$ cat src/rtl/meteor_spawn_ctrl_if.sv
// rtl/meteor_spawn_ctrl_if.sv - spawn record handshake bundle
interface meteor_spawn_ctrl_if;
  logic       spawn_valid;
  logic       spawn_ready;
  logic [9:0] spawn_x;
  logic [2:0] spawn_xspeed;
  logic [2:0] spawn_yspeed;
  logic       spawn_sign;

  modport master (
    output spawn_valid, spawn_x, spawn_xspeed, spawn_yspeed, spawn_sign,
    input  spawn_ready
  );

  modport slave (
    input  spawn_valid, spawn_x, spawn_xspeed, spawn_yspeed, spawn_sign,
    output spawn_ready
  );
endinterface

$ cat src/rtl/meteor_spawn_ctrl.sv
// rtl/meteor_spawn_ctrl.sv - frame-paced random meteor spawner with valid/ready offer
module meteor_spawn_ctrl #(
  parameter int SPAWN_PERIOD = 4,
  parameter int X_MAX        = 639
) (
  input  logic                Clk,
  input  logic                Reset_n,
  input  logic                frame_Clk,
  input  logic                enable,
  input  logic                random_bit,
  meteor_spawn_ctrl_if.master spawn,
  output logic [7:0]          spawn_count,
  output logic [7:0]          miss_count
);

  typedef enum logic [1:0] {IDLE, COLLECT, ARMED, OFFER} state_t;

  localparam logic [3:0] DUE_AT = 4'(SPAWN_PERIOD - 1);
  localparam logic [9:0] XM     = 10'(X_MAX);
  localparam logic [9:0] XWRAP  = 10'(X_MAX + 1);

  state_t      state, next_state;
  logic [1:0]  rst_sync;
  logic        rst_int_n;
  logic [2:0]  frame_sync;
  logic        frame_tick;
  logic [3:0]  div_cnt;
  logic        due;
  logic [16:0] sr;
  logic [4:0]  bit_cnt;
  logic        do_shift, do_latch, do_accept, do_clr, do_miss;
  logic [9:0]  raw, x_map;
  logic [2:0]  xs_map, ys_map;

  // Assertion reaches every flop at once; release is retimed to Clk.
  always_ff @(posedge Clk or negedge Reset_n) begin
    if (!Reset_n) rst_sync <= 2'b00;
    else          rst_sync <= {rst_sync[0], 1'b1};
  end
  assign rst_int_n = rst_sync[1];

  always_ff @(posedge Clk or negedge rst_int_n) begin
    if (!rst_int_n) begin
      frame_sync <= 3'b000;
      frame_tick <= 1'b0;
    end else begin
      frame_sync <= {frame_sync[1:0], frame_Clk};
      frame_tick <= frame_sync[1] & ~frame_sync[2];
    end
  end

  assign due = frame_tick & enable & (div_cnt == DUE_AT);

  always_ff @(posedge Clk or negedge rst_int_n) begin
    if (!rst_int_n)      div_cnt <= '0;
    else if (!enable)    div_cnt <= '0;
    else if (frame_tick) div_cnt <= due ? 4'd0 : div_cnt + 4'd1;
  end

  always_ff @(posedge Clk or negedge rst_int_n) begin
    if (!rst_int_n) state <= IDLE;
    else            state <= next_state;
  end

  always_comb begin
    next_state = state;
    do_shift   = 1'b0;
    do_latch   = 1'b0;
    do_accept  = 1'b0;
    do_clr     = 1'b0;
    unique case (state)
      IDLE: if (enable) next_state = COLLECT;
      COLLECT: begin
        if (!enable) begin
          next_state = IDLE;
          do_clr     = 1'b1;
        end else begin
          do_shift = 1'b1;
          if (bit_cnt == 5'd16) next_state = ARMED;
        end
      end
      ARMED: begin
        if (!enable) begin
          next_state = IDLE;
          do_clr     = 1'b1;
        end else if (due) begin
          next_state = OFFER;
          do_latch   = 1'b1;
        end
      end
      OFFER: begin
        if (spawn.spawn_ready) begin
          do_accept  = 1'b1;
          do_clr     = 1'b1;
          next_state = enable ? COLLECT : IDLE;
        end
      end
      default: next_state = IDLE;
    endcase
    do_miss = due & ((state == COLLECT) | (state == OFFER));
  end

  assign raw    = sr[16:7];
  assign x_map  = (raw > XM) ? raw - XWRAP : raw;
  assign xs_map = (sr[6:4] == 3'd0) ? 3'd1 : sr[6:4];
  assign ys_map = (sr[3:1] == 3'd0) ? 3'd1 : sr[3:1];

  always_ff @(posedge Clk or negedge rst_int_n) begin
    if (!rst_int_n) begin
      sr                 <= '0;
      bit_cnt            <= '0;
      spawn.spawn_valid  <= 1'b0;
      spawn.spawn_x      <= '0;
      spawn.spawn_xspeed <= '0;
      spawn.spawn_yspeed <= '0;
      spawn.spawn_sign   <= 1'b0;
      spawn_count        <= '0;
      miss_count         <= '0;
    end else begin
      if (do_shift) begin
        sr      <= {sr[15:0], random_bit};
        bit_cnt <= bit_cnt + 5'd1;
      end else if (do_clr) begin
        bit_cnt <= '0;
      end
      if (do_latch) begin
        spawn.spawn_valid  <= 1'b1;
        spawn.spawn_x      <= x_map;
        spawn.spawn_xspeed <= xs_map;
        spawn.spawn_yspeed <= ys_map;
        spawn.spawn_sign   <= sr[0];
      end else if (do_accept) begin
        spawn.spawn_valid <= 1'b0;
      end
      if (do_accept) spawn_count <= spawn_count + 8'd1;
      if (do_miss && miss_count != 8'hFF) miss_count <= miss_count + 8'd1;
    end
  end

endmodule
$ cat src/flat_wrapper.sv
// flat-port wrapper written by rule: the top's interface ports become plain ports
module meteor_spawn_ctrl_flat 
#(
  parameter int SPAWN_PERIOD = 4,
  parameter int X_MAX        = 639
)
  (Clk, Reset_n, frame_Clk, enable, random_bit, spawn_count, miss_count, spawn_spawn_valid, spawn_spawn_x, spawn_spawn_xspeed, spawn_spawn_yspeed, spawn_spawn_sign, spawn_spawn_ready);
  meteor_spawn_ctrl_if spawn_i ();
  input  logic Clk;
  input  logic Reset_n;
  input  logic frame_Clk;
  input  logic enable;
  input  logic random_bit;
  output logic [7:0] spawn_count;
  output logic [7:0] miss_count;
  output wire logic [$bits(spawn_i.spawn_valid)-1:0] spawn_spawn_valid;
  output wire logic [$bits(spawn_i.spawn_x)-1:0] spawn_spawn_x;
  output wire logic [$bits(spawn_i.spawn_xspeed)-1:0] spawn_spawn_xspeed;
  output wire logic [$bits(spawn_i.spawn_yspeed)-1:0] spawn_spawn_yspeed;
  output wire logic [$bits(spawn_i.spawn_sign)-1:0] spawn_spawn_sign;
  input wire logic [$bits(spawn_i.spawn_ready)-1:0] spawn_spawn_ready;
  assign spawn_spawn_valid = spawn_i.spawn_valid;
  assign spawn_spawn_x = spawn_i.spawn_x;
  assign spawn_spawn_xspeed = spawn_i.spawn_xspeed;
  assign spawn_spawn_yspeed = spawn_i.spawn_yspeed;
  assign spawn_spawn_sign = spawn_i.spawn_sign;
  assign spawn_i.spawn_ready = spawn_spawn_ready;
  meteor_spawn_ctrl #(.SPAWN_PERIOD(SPAWN_PERIOD), .X_MAX(X_MAX)) u_core (.Clk(Clk), .Reset_n(Reset_n), .frame_Clk(frame_Clk), .enable(enable), .random_bit(random_bit), .spawn(spawn_i), .spawn_count(spawn_count), .miss_count(miss_count));
endmodule
$ cat config.mk
export PLATFORM = sky130hd
export DESIGN_NAME = meteor_spawn_ctrl_flat
export DESIGN_NICKNAME = d
export VERILOG_FILES = /design/src/rtl/meteor_spawn_ctrl_if.sv /design/src/rtl/meteor_spawn_ctrl.sv /design/src/flat_wrapper.sv
export SDC_FILE = /design/constraint.sdc
export NUM_CORES = 1
export LEC_CHECK = 0
export BUFFER_PORTS_ARGS = -buffer_cell sky130_fd_sc_hd__buf_2
export CORE_MARGIN = 3
export CORE_UTILIZATION = 45
export CTS_CLUSTER_DIAMETER = 40
export DETAILED_ROUTE_END_ITERATION = 10
export GPL_ROUTABILITY_DRIVEN = 0
export HOLD_SLACK_MARGIN = 0.08
export SETUP_SLACK_MARGIN = 0.02
export SLEW_MARGIN = 25
export SYNTH_ARGS = -nofsm -noshare
export SYNTH_HDL_FRONTEND = slang
export SYNTH_SLANG_ARGS = --single-unit
$ cat constraint.sdc
create_clock -name Clk -period 3 [get_ports Clk]
set_clock_uncertainty 0.15 [all_clocks]
set_input_delay 0.75 -clock Clk [delete_from_list [all_inputs] [get_ports Clk]]
set_output_delay 0.75 -clock Clk [all_outputs]
set_load 0.02 [all_outputs]
# Word level (Yosys, flattened, before mapping)
# Cells that the tools add are included.
# W data, S select, Z words.
# classes
n_reduce_logical	8
eq_ne	11
n_mux	27
n_addsub	5
n_lt_le_gt_ge	1
bitwise	6
# ops
cell	n
$add A8 B1 Y8 const B	2
$mux W2	6
$mux W4	3
$mux W1	11
$gt A10 B10 Y1 const B	1
$mux W10	1
$mux W5	2
$sub A10 B10 Y10 const B	1
$ne A8 B8 Y1 const B	1
$pmux W2 S4	1
$logic_not A3 Y1	2
$mux W3	2
$ne A3 B2 Y1 const B	2
$add A5 B1 Y5 const B	1
$eq A5 B5 Y1 const B	1
$add A4 B1 Y4 const B	1
$and A1 B1 Y1	4
$eq A2 B2 Y1 const B	2
$eq A4 B2 Y1 const B	1
$ne A2 B2 Y1 const B	2
$reduce_and A4 Y1	1
$reduce_bool A2 Y1	2
$eq A2 B1 Y1 const B	1
$logic_not A2 Y1	1
other kinds (6)	6
# totals
word_cells	72
register_bits	68
in_bits	6
output_inout_bits	34

# Depth between registers and ports, before layout
# depth
depth_word	6
mapped_depth	6
ltp_nobuf	6

# Worst setup path after synthesis
# No wires, ideal clock.
# synth_path
kind	in2reg
startpoint	input port enable
endpoint	register u_core.miss_count[1]
required_ns	2.725
n_path_buf	1
path_slack_ns	1.024
cell_stages	5
arrival_ns	1.701
setup_time_ns	0.125
path_cell_list	buf_2 and2b_1 o211ai_4 nor2_4 mux2_4
# synth_via
elab_chain_cells	4
# synth_rtl
item	line	rtl
from (decl)	flat_wrapper.sv:12	input logic enable;
$and A1 B1 Y1 (2 in a row)	meteor_spawn_ctrl.sv:52	assign due = frame_tick & enable & (div_cnt == DUE_AT);
$and A1 B1 Y1	meteor_spawn_ctrl.sv:100	do_miss = due & ((state == COLLECT) | (state == OFFER));
$logic_and A1 B1 Y1	meteor_spawn_ctrl.sv:136	if (do_miss && miss_count != 8'hFF) miss_count <= miss_count + 8'd1;
to (signal assigned)	meteor_spawn_ctrl.sv:136	
to (decl)	meteor_spawn_ctrl.sv:13	output logic [7:0] miss_count
# Every way passes these cells.
# A chain may end at the register's enable or synchronous reset.

# Worst setup path in the final report
# layout_path
startpoint	register u_core.state[1]
endpoint	register u_core.sr[12]
# layout_via
elab_chain_cells	2
# layout_rtl
item	line	rtl
from (decl)	meteor_spawn_ctrl.sv:22	state_t state, next_state;
from (signal assigned)	meteor_spawn_ctrl.sv:62	else state <= next_state;
$eq A2 B1 Y1	meteor_spawn_ctrl.sv:71	unique case (state)
$mux W1	meteor_spawn_ctrl.sv:71	
to (signal assigned)	meteor_spawn_ctrl.sv:121	sr <= {sr[15:0], random_bit};
to (decl)	meteor_spawn_ctrl.sv:29	logic [16:0] sr;
# Every way passes these cells.

==> results by group <==
Timing
  • Rel. slew slack: 44.2%
  • Peak Freq: around 450 MHz
  • Worst slew pin tran: 835 ps
  • Hold Vio Cnt, Final: 0
  • Post-route setup TNS: 0 ps
  • Final min period: ~2200 ps
  • Setup ws final: around 800 ps
  • Max Slew Vio Count: 0
  • RSZ-0062 raised after global routing: no
  • Fin crit share: 73.3%
  • Final setup fails: 0

Clocking
  • Worst-Skew Late Latency: ~340 ps
  • Clock Tree Root: clkbuf_8
  • CTS buffer count: 9
  • Clock slew at reported path FFs: ~80 ps
  • CTS max path bufs: 2
  • H-tree levels: 3
  • Post-CTS Setup Inserts: 0
  • Clock Sink Count: slightly below 70
  • CTS tree: done

Power
  • PD cells: between 700 and 800 nW/um^2
  • Final total power: 2.42 mW
  • VDD IR max: ~0.35 mV
  • Pleak: between 1.5 and 2 nW

Global routing
  • Gr usage total: 14.8%
  • Congestion Overflow GR: 0
  • Initial antenna violation count: 0
  • Vias in the first global route: around 1,800
  • First-pass GRT wire length: 8.64 mm
  • Pin count of the biggest net entering global routing: 36

Yosys
  • Synth area leader: dfrtp_1
  • Asr flop ratio synth: 100%
  • Synth top area share: a little under three fifths
  • Compound-gate portion of the synthesized area: 5.70%
  • Post-synth EDFFs: 0
  • Most common cell in the netlist: dfrtp_1
  • Synth Area in XOR/XNOR: under 10%
  • Post-Synth Simple-Gate Area: 12.5%
  • Post-synthesis mux area share: between 10% and 20%
  • Syn_nets: 249
  • Adder-cell share of the synthesized area: about 4.6%
  • Area contributors post-synth: dfrtp_1 (57%), mux2_2 (11%), ha_1 (4.6%)
  • Mapped Avg Cell Area: 12.9 sq um
  • Ys Warns: 0
  • Largest family of logic cells by synthesized area: simple AND/OR/NAND/NOR gates
  • Synth cell types: 41
  • Mapped Cells: 232
  • Primary FF master, synth: dfrtp_1
  • Number of synthesized register bits: 68
  • Synth Cell Area: around 3000 sq um
  • Sequential area share after synthesis: between 50% and 60%
  • Commonest cells in the netlist: dfrtp_1 (68), mux2_2 (29), nand2_1 (18)

Setup path
  • CP required: about 3100 ps
  • Crit end category: flop
  • Crit start category: flop
  • Crit path DAT: roughly 2300 ps
  • R2R Setup Slk: 800 ps
  • Crit path kind: reg -> reg
  • CP max FO: 22

Floorplanning
  • Rows: 29
  • Die Height: 87.5 um
  • Core Area: ~6400 sq um
  • Chip Width: a little under 90 um
  • Die Footprint: roughly 7700 sq um
  • Top Ports: 40
  • Starting density of the core: between 40 and 50%

Drt
  • Met2 routed WL: roughly 2.1 mm
  • Vias: ~1,800
  • Pre-antenna DRT Iters: 3
  • Starting DRC count in detailed routing: 63
  • Wire per inst: between 10 and 15 um
  • Remaining DRCs: 0
  • WL final: 4.95 mm
  • Top routing layer in use: met4
  • Via density: between 5 and 6
  • Routed Antenna Nets: 0
  • Met3 WL: ~210 um
  • DRT met1 WL: ~2.5 mm

Placed design
  • Pre-CTS worst setup slack: around 760 ps
  • IO buf count: 39
  • DP Wirelength: around 3.4 mm

Flow run
  • Max-cap viol count: 0

Worst hold path
  • Hold WC Path Type: reg -> async

Finish
  • Share of layout cells above drive strength 1: approximately 34%
  • Area Growth Syn to Fin: 15.8%
  • Diodes inserted: 0
  • Final nets: 297

Run status
  • Status: complete, no violations
-- state kept, by name, indices dropped and copies added, names as in the netlist, 2 cells and up --
name and flops:
u_core.bit_cnt 5, u_core.div_cnt 4, u_core.frame_sync 3, u_core.miss_count 8
u_core.rst_sync 2, u_core.spawn.spawn_x 10, u_core.spawn.spawn_xspeed 3, u_core.spawn.spawn_yspeed 3
u_core.spawn_count 8, u_core.sr 17, u_core.state 2
-- layer usage --
metal | GRT usage (%) | up-vias
li1 | - | 903
met1 | 21.2 | 874
met2 | 19.9 | 29
met3 | 5.68 | 8
met4 | 6.28 | 0
met5 | 0 | -
-- timing repair --
action | in CTS | in global routing
hold endpoints to repair | 2 | 0
hold buffers | 1 | 0
gates resized for setup | 0 | 0
-- path summary, 6_finish.rpt --
| check | from | endpoint | cells after the start |
|---|---|---|---|
| max | u_core.state[1] | u_core.sr[12] | 4 |
| min | u_core.rst_sync[1] | u_core.miss_count[2] | 0 |
| max reg2reg | u_core.state[1] | u_core.sr[12] | 4 |
| min reg2reg | u_core.rst_sync[1] | u_core.miss_count[2] | 0 |
| max in group asynchronous | u_core.rst_sync[1] | u_core.spawn.spawn_yspeed[1] | 1 |
| min in group Clk | u_core.frame_sync[0] | u_core.frame_sync[1] | 0 |
-- per-stage QoR --
stage | instance area (sq um) | util, % | cells | hold slack, ps
3_5_place_dp | 3260 | 51.1 | 345 | 186
6_report | 3460 | 54.1 | 362 | 181
3_3_place_gp | 3260 | 51.1 | 345 | 183
2_1_floorplan | 2990 | - | 232 | 181
5_1_grt | 3460 | 54.1 | 362 | 219
4_1_cts | 3460 | 54.1 | 362 | 205
-- worst max-delay path, cell delays in order, from the launching register on --
cell     delay (ps)
dfrtp_1         430
inv_1           150
ha_1            330
nand2_1         550
mux2_2          480
-- placed cells by master (no fill, tap or decap), types with 4 or more instances in the layout --
cell type,netlist,final
xnor2_1,8,8
nor2_1,11,11
clkbuf_8,0,11
dfrtp_1,68,67
buf_2,3,39
inv_1,8,8
nand2_1,18,18
xor2_1,10,10
o21ai_0,9,9
nand4_1,4,4
nand3_1,11,11
ha_1,11,11
mux2_2,29,29
a21oi_1,4,4
-- kinds of logic after synthesis --
group | Yosys count
compound gates | 24
xor+xnor | 18
fa+ha+maj | 11
buf+inv | 14
flops | 68
mux | 33
other cells | 1
simple gates | 63
-- where the power goes --
group | leakage, nW | switching [mW] | internal [mW] | total [mW]
Combinational | 0.754 | 0.252 | 0.256 | 0.508
Clock | 0.0957 | 0.347 | 0.346 | 0.693
Sequential | 0.908 | 0.156 | 1.07 | 1.22
-- layout make-up --
class,count,area (sq um)
fillers,562,2930
multi-input cells,150,1210
repair buffers,43,228
flip-flops and latches,68,1700
inverters,8,30.0
well taps,77,96.3
clock buffers,11,151
clock inverters,5,35.0
Note: power is estimated with default switching activity, not from simulation.
